==> config.mk <==
export PLATFORM = sky130hd
export DESIGN_NAME = ifu_inst_queue
export DESIGN_NICKNAME = d
export VERILOG_FILES = /design/src/rtl/ifu_inst_queue.sv
export SDC_FILE = /design/constraint.sdc
export NUM_CORES = 1
export LEC_CHECK = 0
export CAP_MARGIN = 25
export CORE_MARGIN = 1
export CORE_UTILIZATION = 50
export CTS_CLUSTER_DIAMETER = 200
export DETAILED_ROUTE_END_ITERATION = 8
export GPL_TIMING_DRIVEN = 1
export MAX_ROUTING_LAYER = met4
export PLACE_DENSITY = 0.71
export SYNTH_ARGS = -nofsm -noshare
export SYNTH_HDL_FRONTEND = slang
export SYNTH_SLANG_ARGS = --single-unit
==> constraint.sdc <==
create_clock -name clk -period 6.2 [get_ports clk]
set_clock_uncertainty 0.15 [all_clocks]
set_input_delay 1.24 -clock clk [delete_from_list [all_inputs] [get_ports clk]]
set_output_delay 1.24 -clock clk [all_outputs]
set_load 0.02 [all_outputs]
==> src/rtl/ifu_inst_queue.sv <==
// Instruction queue between fetch and decode: a DEPTH-entry circular FIFO with
// registered head outputs, synchronous active-low reset and a flush that empties it.

`ifndef INST_DATA_WIDTH
`define INST_DATA_WIDTH 32
`endif
`ifndef INST_ADDR_WIDTH
`define INST_ADDR_WIDTH 32
`endif
`ifndef INST_NOP
`define INST_NOP 32'h0000_0013
`endif
`ifndef ZeroWord
`define ZeroWord 32'h0000_0000
`endif

module ifu_inst_queue #(
    parameter int DEPTH  = 4,
    parameter int INST_W = `INST_DATA_WIDTH,
    parameter int ADDR_W = `INST_ADDR_WIDTH
) (
    input  logic                       clk,
    input  logic                       rst_n,
    input  logic                       flush_flag_i,
    input  logic                       push_valid_i,
    output logic                       push_ready_o,
    input  logic [INST_W-1:0]          inst_i,
    input  logic [ADDR_W-1:0]          inst_addr_i,
    input  logic                       is_pred_branch_i,
    output logic                       pop_valid_o,
    input  logic                       pop_ready_i,
    output logic [INST_W-1:0]          inst_o,
    output logic [ADDR_W-1:0]          inst_addr_o,
    output logic                       is_pred_branch_o,
    output logic [$clog2(DEPTH+1)-1:0] count_o
);

    localparam int PTR_W = $clog2(DEPTH);
    localparam int CNT_W = $clog2(DEPTH + 1);

    localparam logic [CNT_W-1:0]  FULL_CNT  = CNT_W'(DEPTH);
    localparam logic [PTR_W-1:0]  PTR_ONE   = PTR_W'(1);
    localparam logic [CNT_W-1:0]  CNT_ONE   = CNT_W'(1);
    localparam logic [INST_W-1:0] NOP_INST  = INST_W'(`INST_NOP);
    localparam logic [ADDR_W-1:0] ZERO_ADDR = ADDR_W'(`ZeroWord);

    // Pointer wrap relies on DEPTH being a power of two.
    if (DEPTH < 2 || DEPTH > 16 || (DEPTH & (DEPTH - 1)) != 0) begin : g_bad_depth
        $error("ifu_inst_queue: DEPTH must be a power of two in 2..16");
    end

    logic [PTR_W-1:0]  r_head;
    logic [PTR_W-1:0]  r_tail;
    logic [CNT_W-1:0]  r_count;

    logic [INST_W-1:0] r_inst_mem   [DEPTH];
    logic [ADDR_W-1:0] r_addr_mem   [DEPTH];
    logic              r_branch_mem [DEPTH];

    logic w_push_ready;
    logic w_pop_valid;
    logic w_push;
    logic w_pop;

    // No bypass in either direction: readiness and validity come only from r_count.
    assign w_push_ready = (r_count < FULL_CNT);
    assign w_pop_valid  = (r_count != '0);
    assign w_push       = push_valid_i && w_push_ready && !flush_flag_i;
    assign w_pop        = w_pop_valid && pop_ready_i && !flush_flag_i;

    // NOTE: sequential state uses non-blocking assignments so every register
    // samples pre-edge values, independent of statement order.
    always_ff @(posedge clk) begin
        if (!rst_n) begin
            r_head  <= '0;
            r_tail  <= '0;
            r_count <= '0;
        end else if (flush_flag_i) begin
            r_head  <= '0;
            r_tail  <= '0;
            r_count <= '0;
        end else begin
            if (w_push) begin
                r_tail <= r_tail + PTR_ONE;
            end
            if (w_pop) begin
                r_head <= r_head + PTR_ONE;
            end
            case ({w_push, w_pop})
                2'b10:   r_count <= r_count + CNT_ONE;
                2'b01:   r_count <= r_count - CNT_ONE;
                default: r_count <= r_count;
            endcase
        end
    end

    // NOTE: storage is deliberately not reset; an entry only becomes visible
    // once count/pointers cover it, so stale contents are never observed.
    always_ff @(posedge clk) begin
        if (w_push) begin
            r_inst_mem[r_tail]   <= inst_i;
            r_addr_mem[r_tail]   <= inst_addr_i;
            r_branch_mem[r_tail] <= is_pred_branch_i;
        end
    end

    assign push_ready_o     = w_push_ready;
    assign pop_valid_o      = w_pop_valid;
    assign count_o          = r_count;
    assign inst_o           = w_pop_valid ? r_inst_mem[r_head]   : NOP_INST;
    assign inst_addr_o      = w_pop_valid ? r_addr_mem[r_head]   : ZERO_ADDR;
    assign is_pred_branch_o = w_pop_valid ? r_branch_mem[r_head] : 1'b0;

endmodule

==> impl_metrics.json <==
{
  "tightest_slew_ps": 1028,
  "hold_viol": 0,
  "fillers": 1411,
  "avgSynthCellArea_sq_um": 22.20,
  "ctsResizeCount": 0,
  "synthArstFlopShare_pct": 0,
  "ys_seq_area_share_pct": 77.56,
  "vias": 4850,
  "ys_seq_elements": 269,
  "synthCells": 464,
  "cts_hold_buf": 0,
  "yosysMostFrequentCell": "edfxtp_1",
  "drive_gt1_share_pct": 18.24,
  "hold_class": "register to register",
  "avgRoutedWirePerCell_um": 20.39,
  "p_per_area_nw_per_um2": 288.0,
  "rsz0062_at_grt": "no",
  "yosysWarnings": 0,
  "critPathMaxFanout": 30,
  "fin_nets": 692,
  "grt_pass1_vias": 5161,
  "drt_iter0_markers": 245,
  "ff_latch_area_sq_um": 7995,
  "drtAntennaViolNets": 0,
  "port-buffer-count": 139,
  "clockBufferDepth": 3,
  "synth_fp_nets": 540,
  "yosys-top-cells-area": "edfxtp_1 76%, mux4_2 14%, nor2b_1 3.6%",
  "die_w_um": 145.5,
  "cts-buffers-inserted": 27,
  "synth_area_sq_um": 10300,
  "setup.worst_path.start_class": "register",
  "core_area_sq_um": 20230,
  "fin_crit_sh_pct": 72.61,
  "required_ps": 4810,
  "drt-total-wl_mm": 18.48,
  "path_cells": "buf_4 > mux4_2 > nor2b_1 > clkdlybuf4s50_1",
  "pre_cts_ws_ps": 2172,
  "clkSlewWorstSetupHoldPaths_ps": 60,
  "maxCapViolCount": 0,
  "path_class": "register to output port",
  "dp_hpwl_mm": 9.831,
  "placement_rows": 52,
  "yosys.area.top_type": "edfxtp_1",
  "grt_antenna_before_repair": 0,
  "post_cts_buffers": 0,
  "synth_edf_count": 260,
  "multiInputGateArea_sq_um": 2151,
  "n_antenna_cell": 0,
  "synth.distinct_cells": 26,
  "cts-root-buf": "clkbuf_16",
  "p_leak_nw": 3.951,
  "status": "finished, final reports clean",
  "setup_ws_ps": 1698,
  "syn_to_final_growth_pct": 24.35,
  "cts_tree": "done",
  "synthFlopType": "edfxtp_1",
  "dr.pass1.iters": 4,
  "irDropWorstVdd_mv": 0.2022,
  "fin_tns_setup_ps": 0,
  "fp.dieH_um": 145.5,
  "clock_sinks": 269,
  "insertion_delay_ps": 520,
  "via_per_inst": 5.353,
  "cts.htree.levels": 1,
  "track_usage_pct": 18.42,
  "yosys-top-cells-count": "260 x edfxtp_1, 65 x mux4_2, 59 x nor2b_1, 9 x dfxtp_1",
  "arrival_ps": 3110,
  "maxSlewHeadroom_pct": 31.45,
  "drv_slew": 0,
  "min_period_ps": 4502,
  "synth_top_cell_area_share_pct": 75.81,
  "critPathMaxStageDelay_ps": 780,
  "start_util_pct": 50.90,
  "drc": 0,
  "grt-ovfl-total": 0,
  "dieArea_sq_um": 21170,
  "grt_max_degree": 69,
  "setup_violations": 0,
  "place_congestion": 0.7121,
  "pin_count": 140,
  "grt_pass1_wl_mm": 28.68,
  "cp-end-kind": "output port",
  "max_freq_mhz": 222.1,
  "slowest_stage": "dfxtp_4"
}
cells in the final DEF, fill, tap and decap left out, drive strengths merged:
cell type / instances
edfxtp: 260
clkdlybuf4s50: 139
mux4: 65
nor2b: 59
clkbuf: 33
clkinv: 12
dfxtp: 9
nor2: 8
inv: 8
buf: 6
ha: 5
and2: 4
and2b: 3
or2: 3
a21oi: 3
xor2: 3
clkinvlp: 3
o21ai: 2
or3: 2
o31ai: 1
nor3: 1
nor3b: 1
nand2b: 1
xnor2: 1
nand2: 1
mux2i: 1
fa: 1
bufinv: 1
worst paths after layout:
check,startpoint,to,slack [ps],cells after the start
hold reg to reg,r_head[1],register,340,2
setup / recovery,register,inst_addr_o[11],1700,4
hold / removal,r_head[1],register,340,2
setup reg to reg,count_o[2],r_inst_mem[3][27],3850,2
layout make-up:
class / instances / share of cell area [%]
clock inverter: 16 / 0.8207
tap: 270 / 2.638
sequential: 269 / 62.43
timing repair buffer: 145 / 11.63
clock buffer: 33 / 5.452
inverter: 8 / 0.2345
multi-input combinational: 165 / 16.80
per-layer routing:
| metal | vias to the layer above | GRT usage [%] | part of all wire (%) | routed length [um] |
|---|---|---|---|---|
| met5 | - | - | 0 | 0 |
| met4 | 0 | 4.895 | 2.5 | 463 |
| met3 | 35 | 3.699 | 6.1 | 1120 |
| met2 | 155 | 30.05 | 49 | 9102 |
| met1 | 2490 | 23.87 | 42 | 7789 |
| li1 | 2170 | - | - | - |
sequential cells by signal (all words and copies together), names as in the netlist, named ones only:
register,count
r_inst_mem,128
r_addr_mem,128
r_head,2
r_tail,2
count_o,3
r_branch_mem,4
where the power goes:
part           switching, W  total (W)  internal [W]
combinational     0.0000842   0.000184     0.0000994
clock              0.000638    0.00148      0.000839
sequential       0.00000787    0.00203       0.00202
total              0.000730    0.00369       0.00296
stage by stage:
stage                     cells  total power [W]  utilization, %  hold slack (ps)  instance area (sq um)
after floorplan             464         0.002146               -            309.1                  10300
after detailed placement    854         0.002250           58.95            343.7                  11930
after global placement      854         0.002242           58.95            308.3                  11930
after CTS                   903         0.003719           62.92            348.9                  12730
after global routing        906         0.003806           63.29            372.3                  12810
final                       906         0.003688           63.29            339.3                  12810
worst max-delay path, delay by kind of cell (launching register included):
kind	cells	cell delay, ps
and+or+nand+nor	1	150
muxes	1	560
DFF	1	780
buffers and inverters	2	1090
cells by family after synthesis:
| logic type | Yosys count | synth area share (%) |
|---|---|---|
| buffers and inverters | 30 | 1.652 |
| XOR/XNOR | 4 | 0.3402 |
| flip-flops | 269 | 77.56 |
| AND/OR/NAND/NOR | 83 | 5.018 |
| AO/OA/AOI/OAI | 6 | 0.3159 |
| multiplexers | 66 | 14.31 |
| adder cells (fa/ha/maj) | 6 | 0.8019 |
(Power assumes the default switching activity.)
